==> src/rtl/i2c_cfg_pkg.sv <==
// rtl/i2c_cfg_pkg.sv - shared states and codec register table constants for the I2C config sequencer
package i2c_cfg_pkg;

  typedef enum logic [2:0] {
    ST_IDLE,
    ST_LOAD,
    ST_REQ,
    ST_XFER,
    ST_CHECK,
    ST_GAP,
    ST_FINISH
  } cfg_state_t;

  localparam int unsigned CFG_TABLE_LEN = 10;

  localparam logic [6:0] REG_LLINE_IN     = 7'h00;
  localparam logic [6:0] REG_RLINE_IN     = 7'h01;
  localparam logic [6:0] REG_HEADPHONE    = 7'h02;
  localparam logic [6:0] REG_ANALOG_PATH  = 7'h04;
  localparam logic [6:0] REG_DIGITAL_PATH = 7'h05;
  localparam logic [6:0] REG_POWER        = 7'h06;
  localparam logic [6:0] REG_IFACE_FMT    = 7'h07;
  localparam logic [6:0] REG_SAMPLE_RATE  = 7'h08;
  localparam logic [6:0] REG_ACTIVE       = 7'h09;
  localparam logic [6:0] REG_RESET        = 7'h0F;

  localparam logic [8:0] VAL_RESET        = 9'h000;
  localparam logic [8:0] VAL_LINE_IN      = 9'h017;
  localparam logic [8:0] VAL_HEADPHONE    = 9'h179;
  localparam logic [8:0] VAL_ANALOG_PATH  = 9'h012;
  localparam logic [8:0] VAL_DIGITAL_PATH = 9'h000;
  localparam logic [8:0] VAL_POWER        = 9'h000;
  localparam logic [8:0] VAL_IFACE_FMT    = 9'h042;
  localparam logic [8:0] VAL_SAMPLE_RATE  = 9'h000;
  localparam logic [8:0] VAL_ACTIVE       = 9'h001;

  function automatic logic [15:0] rom_word(input logic [6:0] addr, input logic [8:0] data);
    return {addr, data};
  endfunction

endpackage

==> src/rtl/i2c_config_sequencer_if.sv <==
// rtl/i2c_config_sequencer_if.sv - word/go/end/ack handshake between config sequencer and I2C master
interface i2c_config_sequencer_if;
  logic [23:0] i2c_data;
  logic        i2c_go;
  logic        i2c_end;
  logic        i2c_ack;

  modport master (output i2c_data, output i2c_go, input i2c_end, input i2c_ack);
  modport slave  (input i2c_data, input i2c_go, output i2c_end, output i2c_ack);
endinterface

==> src/rtl/i2c_config_rom.sv <==
// rtl/i2c_config_rom.sv - combinational codec register table, {reg_addr[6:0], data[8:0]} per entry
module i2c_config_rom
  import i2c_cfg_pkg::*;
(
  input  logic [3:0]  index,
  output logic [15:0] word
);

  always_comb begin
    word = '0;
    case (index)
      4'd0:    word = rom_word(REG_RESET,        VAL_RESET);
      4'd1:    word = rom_word(REG_LLINE_IN,     VAL_LINE_IN);
      4'd2:    word = rom_word(REG_RLINE_IN,     VAL_LINE_IN);
      4'd3:    word = rom_word(REG_HEADPHONE,    VAL_HEADPHONE);
      4'd4:    word = rom_word(REG_ANALOG_PATH,  VAL_ANALOG_PATH);
      4'd5:    word = rom_word(REG_DIGITAL_PATH, VAL_DIGITAL_PATH);
      4'd6:    word = rom_word(REG_POWER,        VAL_POWER);
      4'd7:    word = rom_word(REG_IFACE_FMT,    VAL_IFACE_FMT);
      4'd8:    word = rom_word(REG_SAMPLE_RATE,  VAL_SAMPLE_RATE);
      4'd9:    word = rom_word(REG_ACTIVE,       VAL_ACTIVE);
      default: word = '0;
    endcase
  end

endmodule

==> src/rtl/i2c_config_sequencer.sv <==
// rtl/i2c_config_sequencer.sv - walks the codec table through the I2C master; I2C_CFG_TIMEOUT_EN adds a watchdog
module i2c_config_sequencer
  import i2c_cfg_pkg::*;
#(
  parameter int unsigned NUM_REGS       = CFG_TABLE_LEN,
  parameter logic [7:0]  DEV_ADDR       = 8'h34,
  parameter int unsigned MAX_RETRIES    = 3,
  parameter int unsigned GAP_CYCLES     = 2700,
  parameter int unsigned TIMEOUT_CYCLES = 2700000
) (
  input  logic                    clk,
  input  logic                    reset,
  input  logic                    start,
  i2c_config_sequencer_if.master  i2c,
  output logic                    busy,
  output logic                    done,
  output logic                    error,
  output logic [3:0]              reg_index
);

  if (NUM_REGS < 1 || NUM_REGS > 16 || GAP_CYCLES < 3 || TIMEOUT_CYCLES < 1) begin : g_param_check
    $error("i2c_config_sequencer: parameter out of range");
  end

  cfg_state_t  state;
  logic [15:0] rom_data;
  logic [31:0] retry_cnt;
  logic [31:0] gap_cnt;
  logic        last_acked;
  logic        wd_hit;

`ifdef I2C_CFG_TIMEOUT_EN
  logic [31:0] wd_cnt;
  assign wd_hit = (wd_cnt == TIMEOUT_CYCLES - 1);
`else
  assign wd_hit = 1'b0;
`endif

  i2c_config_rom u_rom (
    .index (reg_index),
    .word  (rom_data)
  );

  // CHECK and LOAD each hold go low one cycle, so GAP spans GAP_CYCLES-2 to keep the low time exact.
  always_ff @(posedge clk) begin
    if (reset) begin
      state        <= ST_IDLE;
      i2c.i2c_go   <= 1'b0;
      i2c.i2c_data <= '0;
      busy         <= 1'b0;
      done         <= 1'b0;
      error        <= 1'b0;
      reg_index    <= '0;
      retry_cnt    <= '0;
      gap_cnt      <= '0;
      last_acked   <= 1'b0;
`ifdef I2C_CFG_TIMEOUT_EN
      wd_cnt       <= '0;
`endif
    end else begin
`ifdef I2C_CFG_TIMEOUT_EN
      if (state == ST_REQ || state == ST_XFER) wd_cnt <= wd_cnt + 32'd1;
      else                                     wd_cnt <= '0;
`endif
      case (state)
        ST_IDLE: if (start) begin
          state      <= ST_LOAD;
          busy       <= 1'b1;
          done       <= 1'b0;
          error      <= 1'b0;
          reg_index  <= '0;
          retry_cnt  <= '0;
          last_acked <= 1'b0;
        end
        ST_LOAD: begin
          i2c.i2c_data <= {DEV_ADDR, rom_data};
          i2c.i2c_go   <= 1'b1;
          state        <= ST_REQ;
        end
        ST_REQ: begin
          if (wd_hit) begin
            error      <= 1'b1;
            i2c.i2c_go <= 1'b0;
            state      <= ST_FINISH;
          end else if (!i2c.i2c_end) begin
            state <= ST_XFER;
          end
        end
        ST_XFER: begin
          if (wd_hit) begin
            error      <= 1'b1;
            i2c.i2c_go <= 1'b0;
            state      <= ST_FINISH;
          end else if (i2c.i2c_end) begin
            i2c.i2c_go <= 1'b0;
            state      <= ST_CHECK;
          end
        end
        ST_CHECK: begin
          gap_cnt <= '0;
          if (!i2c.i2c_ack) begin
            retry_cnt  <= '0;
            last_acked <= ({28'd0, reg_index} == NUM_REGS - 1);
            if (reg_index != 4'hF) reg_index <= reg_index + 4'd1;
            state      <= ST_GAP;
          end else if (retry_cnt < MAX_RETRIES) begin
            retry_cnt <= retry_cnt + 32'd1;
            state     <= ST_GAP;
          end else begin
            error <= 1'b1;
            state <= ST_FINISH;
          end
        end
        ST_GAP: begin
          if (gap_cnt == GAP_CYCLES - 3) begin
            if (last_acked) begin
              done  <= 1'b1;
              state <= ST_FINISH;
            end else begin
              state <= ST_LOAD;
            end
          end else begin
            gap_cnt <= gap_cnt + 32'd1;
          end
        end
        ST_FINISH: begin
          busy       <= 1'b0;
          i2c.i2c_go <= 1'b0;
          state      <= ST_IDLE;
        end
        default: state <= ST_IDLE;
      endcase
    end
  end

endmodule

==> src/flat_wrapper.sv <==
// flat-port wrapper written by rule: the top's interface ports become plain ports
module i2c_config_sequencer_flat import i2c_cfg_pkg::*;
#(
  parameter int unsigned NUM_REGS       = CFG_TABLE_LEN,
  parameter logic [7:0]  DEV_ADDR       = 8'h34,
  parameter int unsigned MAX_RETRIES    = 3,
  parameter int unsigned GAP_CYCLES     = 2700,
  parameter int unsigned TIMEOUT_CYCLES = 2700000
)
  (clk, reset, start, busy, done, error, reg_index, i2c_i2c_data, i2c_i2c_go, i2c_i2c_end, i2c_i2c_ack);
  i2c_config_sequencer_if i2c_i ();
  input  logic clk;
  input  logic reset;
  input  logic start;
  output logic busy;
  output logic done;
  output logic error;
  output logic [3:0] reg_index;
  output wire logic [$bits(i2c_i.i2c_data)-1:0] i2c_i2c_data;
  output wire logic [$bits(i2c_i.i2c_go)-1:0] i2c_i2c_go;
  input wire logic [$bits(i2c_i.i2c_end)-1:0] i2c_i2c_end;
  input wire logic [$bits(i2c_i.i2c_ack)-1:0] i2c_i2c_ack;
  assign i2c_i2c_data = i2c_i.i2c_data;
  assign i2c_i2c_go = i2c_i.i2c_go;
  assign i2c_i.i2c_end = i2c_i2c_end;
  assign i2c_i.i2c_ack = i2c_i2c_ack;
  i2c_config_sequencer #(.NUM_REGS(NUM_REGS), .DEV_ADDR(DEV_ADDR), .MAX_RETRIES(MAX_RETRIES), .GAP_CYCLES(GAP_CYCLES), .TIMEOUT_CYCLES(TIMEOUT_CYCLES)) u_core (.clk(clk), .reset(reset), .start(start), .i2c(i2c_i), .busy(busy), .done(done), .error(error), .reg_index(reg_index));
endmodule
==> config.mk <==
export PLATFORM = sky130hd
export DESIGN_NAME = i2c_config_sequencer_flat
export DESIGN_NICKNAME = d
export VERILOG_FILES = /design/src/rtl/i2c_cfg_pkg.sv /design/src/rtl/i2c_config_sequencer_if.sv /design/src/rtl/i2c_config_rom.sv /design/src/rtl/i2c_config_sequencer.sv /design/src/flat_wrapper.sv
export SDC_FILE = /design/constraint.sdc
export NUM_CORES = 1
export LEC_CHECK = 0
export CORE_MARGIN = 4
export CORE_UTILIZATION = 32
export DETAILED_ROUTE_END_ITERATION = 10
export GPL_TIMING_DRIVEN = 0
export PLACE_DENSITY = 0.54
export SLEW_MARGIN = 20
export SYNTH_ARGS = -nofsm -noshare
export SYNTH_HDL_FRONTEND = slang
export SYNTH_SLANG_ARGS = --single-unit
==> constraint.sdc <==
create_clock -name clk -period 3.05 [get_ports clk]
set_clock_uncertainty 0.05 [all_clocks]
set_input_delay 0.61 -clock clk [delete_from_list [all_inputs] [get_ports clk]]
set_output_delay 0.61 -clock clk [all_outputs]
set_load 0.02 [all_outputs]
== Word-level counts from Yosys, hierarchy flattened ==
Memories as Yosys holds them, arrays and structs flattened. A register that Yosys moved wholly into a read port is not among the register bits.
Cells that the tools add are included.
Storage, ports and cells
  bits of input ports: 5
  bits in read-only memories: 192
  bits in registers: 93
  memories kept: 1
  output and inout port bits: 32
Cells by class
  equal/unequal tests: 20
  order comparisons: 1
  add/sub/neg operators: 3
  reduce and logical (&&, ||, !) cells: 15
  muxes and demuxes: 31
Memories
  (name not given): words 16, bits a word 12, read ports 1, clocked after memory_dff 1, write ports 0, line i2c_config_rom.sv:11  | case (index)
Operators by type and width (count)
  two-way mux 32 bit: 4
  case mux 32 bit (2 select lines): 2
  adder 32 x 1 -> 32 bit, second input constant: 2
  == test 32 x 12 -> 1 bit, second input constant: 1
  less-than comparator 32 x 2 -> 1 bit, second input constant: 1
  two-way mux 3 bit: 6
  case mux 3 bit (6 select lines): 1
  AND reduction 4 bit: 4
  inequality test 2 bit, second input constant: 7
  two-way mux 4 bit: 3
  == test 3 bit, second input constant: 3
  two-way mux 1 bit: 8
  case mux 1 bit (2 select lines): 4
  case mux 4 bit (2 select lines): 1
  nonzero test 2 bit: 4
  == test 3 x 2 -> 1 bit, second input constant: 2
  inequality test 2 x 1 -> 1 bit, second input constant: 3
  AND reduction 2 bit: 3
  AND reduction 3 bit: 2
  adder 4 x 1 -> 4 bit, second input constant: 1
  == test 4 bit, second input constant: 1
  inequality test 4 bit, second input constant: 1
  == test 3 x 1 -> 1 bit, second input constant: 1
  zero test 3 bit: 1
  other kinds (4): 4

== Longest topological paths before layout ==
  word-level depth: 4
  depth in mapped cells: 9
  mapped depth without buffers: 8

== Modules after synthesis ==
A second synthesis with hierarchy kept.
Unflattened totals
  cells, all modules: 485
  area total of the unflattened synthesis: 4279.1 um2
By module, submodules not included
  i2c_config_sequencer: area each 4005.1 um2, sequential area each 1861.8 um2, times used 1, cells each 449
  i2c_config_rom: area each 274.0 um2, sequential area each 0.0 um2, times used 1, cells each 36

== Least setup slack after synthesis ==
OpenSTA, ideal clock, no wires.
  path type: flip-flop to flip-flop
  from: register u_core.gap_cnt[5]
  to: register u_core.gap_cnt[26]
  clock period less this slack: 2.168 ns
  path slack: 0.882 ns
  arrival: 2.047 ns
  buffers on the path: 1
  required time: 2.930 ns
  cell stages (with the launch flop): 7
  setup time: 0.070 ns
  path through: dfxtp_1 > nand4_2 > or4_4 > or3_1 > buf_6 > or3_1 > a21oi_1
Between the ends
  word-level cells in the longest chain between the ends: 3
  elaborated cells between the ends (all ways): 6
Ends and longest elaborated chain
  start: declaration: line i2c_config_sequencer.sv:28  | logic [31:0] gap_cnt;
  start signal: assignment: line i2c_config_sequencer.sv:123  | gap_cnt <= gap_cnt + 32'd1;
  adder 32 x 1 -> 32 bit / == test 32 x 12 -> 1 bit (equally long branches): line i2c_config_sequencer.sv:123, i2c_config_sequencer.sv:115
  two-way mux 32 bit / inequality test 2 bit (equally long branches)
  case mux 32 bit (2 select lines) / AND reduction 2 bit (equally long branches)
Several ways; a longest one is shown, not always the timed one. The select of a mux whose other input is x is not followed.
A chain may end at the register's enable or synchronous reset.

== Worst setup path in the final report ==
  from: register u_core.gap_cnt[4]
  to: register u_core.gap_cnt[31]
The elaborated chain is that of the path after synthesis.

==> impl_results.md <==
- Total die area: 13,800 sq um
- Max-slew violations: 0
- Relative slew slack: 54.5%
- WL per Instance: 12.7 um
- Async set-reset flop share out of synthesis: 0%
- Pre-antenna DRT Iters: 4
- GPL Wtd Cong: 0.766
- Sw frac: 28.6%
- DR vias/cell: about 4.8
- CTS tree: done
- Final ANT Viol Nets: 0
- Fmax achieved: 418 MHz
- Core Footprint: 11,600 sq um
- Cell count of the worst reg-to-reg path: 5
- Setup TNS: 0 ns
- Clock Latency Late Sink: 0.34 ns
- Post-synthesis instance total: about 450
- P per Cell Area: 606 nW/um^2
- H-tree depth: 3
- GRT overflow: 0
- Number of global-route vias before repair: slightly above 3,000
- # rows: 39
- Post_cts resized: 0
- HPWL after detailed placement: 5890 um
- Die Width: between 100 and 150 um
- CP required: about 3.3 ns
- Starting Density: 33.2%
- Post-placement setup slack: just over 0.4 ns
- Final hold viol count: 0
- First-pass GRT wire length: 14,400 um
- Ant. Diodes: 0
- #FFs+latches synth: 87
- Final setup violating endpoints: 0
- CTS buffer count: 9
- Number of port buffers: 27
- Switching pwr: between 0.0007 and 0.0008 W
- Power share of the clock group: 38.4%
- Synth cell types: 46
- Cts hold-fix bufs: 0
- Worst Max-Slew Pin Slew: 0.677 ns
- Min-delay worst type: reg2reg
- Clock Tree Buf Depth: 2
- DRT Wirelength: 8170 um
- Post-Syn Area: 3840 sq um
- Vias: 3,082
- Hold path cells: 1
- Status: complete, no violations
- Sequential-to-total area share from yosys stat: 45.4%
- Top Ports: 37
- Worst setup margin: 0.656 ns
- Drc violations: 0
- Yosys top cell area share: 45.4%
- Syn_area_per_cell: 8.56 sq um
- Startpoint Class: flip-flop
- Gate power share: 18.0%
- CP Data Arrival Time: between 2 and 3 ns
- Die height: 117 um
- Seq pwr share: 43.6%
- Internal power: 0.00199 W
- Final nets: 508
- Postcts setup bufs: 0
- Max Fanout on Critical Path: 10
- DRT iter0 DRCs: 135
- Root Driver: clkbuf_16
- Clock Sinks: 87
- Initial antenna violation count: 0
- EDFF count, synth: 0
- Post-synth top area cell: dfxtp_1
- Max-capacitance violation count: 0
- Final worst-path cycle share: between 70% and 80%
- Crit Path Class: reg2reg
- Leakage: between 1.5 and 2 nW
- P&R area growth vs syn: 20.1%
- Top cells by area, synth: dfxtp_1 (45%), nor2_1 (7.0%), and2_1 (4.1%)
- Layout cells sized above 1: 7.21%
- Minimum clock period: 2.39 ns
- Clock-pin slew on the worst setup and hold paths: 0.07 ns
- Pin count of the biggest net entering global routing: 16
- Gr usage total: 12.3%
- Peak supply drop: 0.000381 V
- Warnings, synthesis: 0
- Ys flop type: dfxtp_1
- Fillers: around 1,200
- RSZ-0062 raised after global routing: false
- CP Capture Type: flip-flop
==> layout make-up <==
type	count	area [sq um]	area share (%)
clock buffer	11	253	5.49
tap	143	179	3.88
sequential	87	1740	37.8
inverter	10	37.5	0.815
buffer	32	176	3.83
timing repair buffer	27	270	5.87
clock inverter	5	38.8	0.842
multi-input combinational	327	1910	41.5
==> kinds of logic after synthesis <==
group	share of synthesized area [%]
XOR/XNOR	6.39
adder cells (fa/ha/maj)	2.94
AO/OA/AOI/OAI	9.20
flip-flops	45.4
multiplexers	1.57
AND/OR/NAND/NOR	28.8
other	0.0978
buffers and inverters	5.58
==> metrics by stage <==
| stage | total power, W | util, % | area [sq um] | instances | hold WS [ns] |
|---|---|---|---|---|---|
| 2_1_floorplan | 0.00158 | - | 3870 | 456 | 0.380 |
| 3_3_place_gp | 0.00175 | 37.3 | 4320 | 626 | 0.393 |
| 3_5_place_dp | 0.00175 | 37.3 | 4320 | 626 | 0.396 |
| 4_1_cts | 0.00282 | 39.8 | 4610 | 642 | 0.416 |
| 5_1_grt | 0.00293 | 39.8 | 4610 | 642 | 0.442 |
| 6_report | 0.00279 | 39.8 | 4610 | 642 | 0.411 |
==> sequential cells by signal, indices dropped and copies added, names as in the netlist <==
signal / cells
u_core.gap_cnt: 32
u_core.i2c.i2c_go: 1
u_core.retry_cnt: 32
u_core.last_acked: 1
u_core.state: 3
u_core.i2c.i2c_data: 11
u_core.error: 1
u_core.busy: 1
u_core.reg_index: 4
u_core.done: 1
==> layer usage <==
metal | global-route usage, % | wire [um]
met1 | 15.8 | 4000
met2 | 20.1 | 3820
met3 | 3.56 | 254
met4 | 3.88 | 91
met5 | 0 | 0
==> power by group through the flow <==
stage / Sequential [W] / Combinational [W] / Clock (W)
detailed placement: 0.00124 / 0.000506 / 0
global placement: 0.00124 / 0.000505 / 0
CTS: 0.00122 / 0.000508 / 0.00110
global route: 0.00122 / 0.000564 / 0.00114
floorplan: 0.00128 / 0.000304 / 0
finish: 0.00122 / 0.000503 / 0.00107
==> worst max-delay path, cell delays in order (launching register included) <==
cell      delay (ns)
dfxtp_1         0.44
nand4_2         0.20
or4_4           0.60
a2111o_1        0.50
or3_1           0.39
a21oi_1         0.14
==> placed cells by master (no fill, tap or decap), types with 2 or more instances in the layout <==
| cell | count |
|---|---|
| dfxtp_1 | 87 |
| nor2_1 | 72 |
| a21oi_1 | 27 |
| clkdlybuf4s50_1 | 27 |
| and2_1 | 25 |
| nand2_1 | 22 |
| nor3_1 | 21 |
| o21ai_0 | 18 |
| clkbuf_1 | 17 |
| xnor2_1 | 17 |
| nand3_1 | 13 |
| buf_4 | 13 |
| nor4_1 | 12 |
| nand4_1 | 12 |
| xor2_1 | 11 |
| inv_1 | 10 |
| or3_1 | 9 |
| ha_1 | 9 |
| conb_1 | 9 |
| clkbuf_16 | 9 |
| mux2i_1 | 6 |
| nor3b_1 | 4 |
| and3_1 | 4 |
| nand2b_1 | 4 |
| a41oi_1 | 3 |
| nor2b_1 | 3 |
| nor4b_1 | 3 |
| a31oi_1 | 3 |
| inv_6 | 3 |
| o21a_1 | 2 |
| and4_1 | 2 |
| clkbuf_8 | 2 |
==> cell usage after synthesis, types with 2 or more instances <==
library cell and n:
nor3b_1 4, buf_4 13, nor2_1 72, nor3_1 21, o21ai_0 18, o21a_1 2, nand3_1 13, nor4_1 12
and2_1 25, nor4b_1 3, clkbuf_1 17, xnor2_1 17, nand4_1 12, nand2b_1 4, and4_1 2, a31oi_1 3
and3_1 4, mux2i_1 6, ha_1 9, dfxtp_1 87, a21oi_1 27, xor2_1 11, inv_1 10, a41oi_1 3
nor2b_1 3, nand2_1 22, or3_1 9
==> path summary, 6_finish.rpt <==
kind	from	to	slack, ns
worst min-delay path	u_core.retry_cnt[22]	u_core.retry_cnt[22]	0.41
worst max-delay path	u_core.gap_cnt[4]	u_core.gap_cnt[31]	0.66
worst max register to register	u_core.gap_cnt[4]	u_core.gap_cnt[31]	0.66
worst min register to register	u_core.retry_cnt[22]	u_core.retry_cnt[22]	0.41
Note: power is estimated with default switching activity, not from simulation.
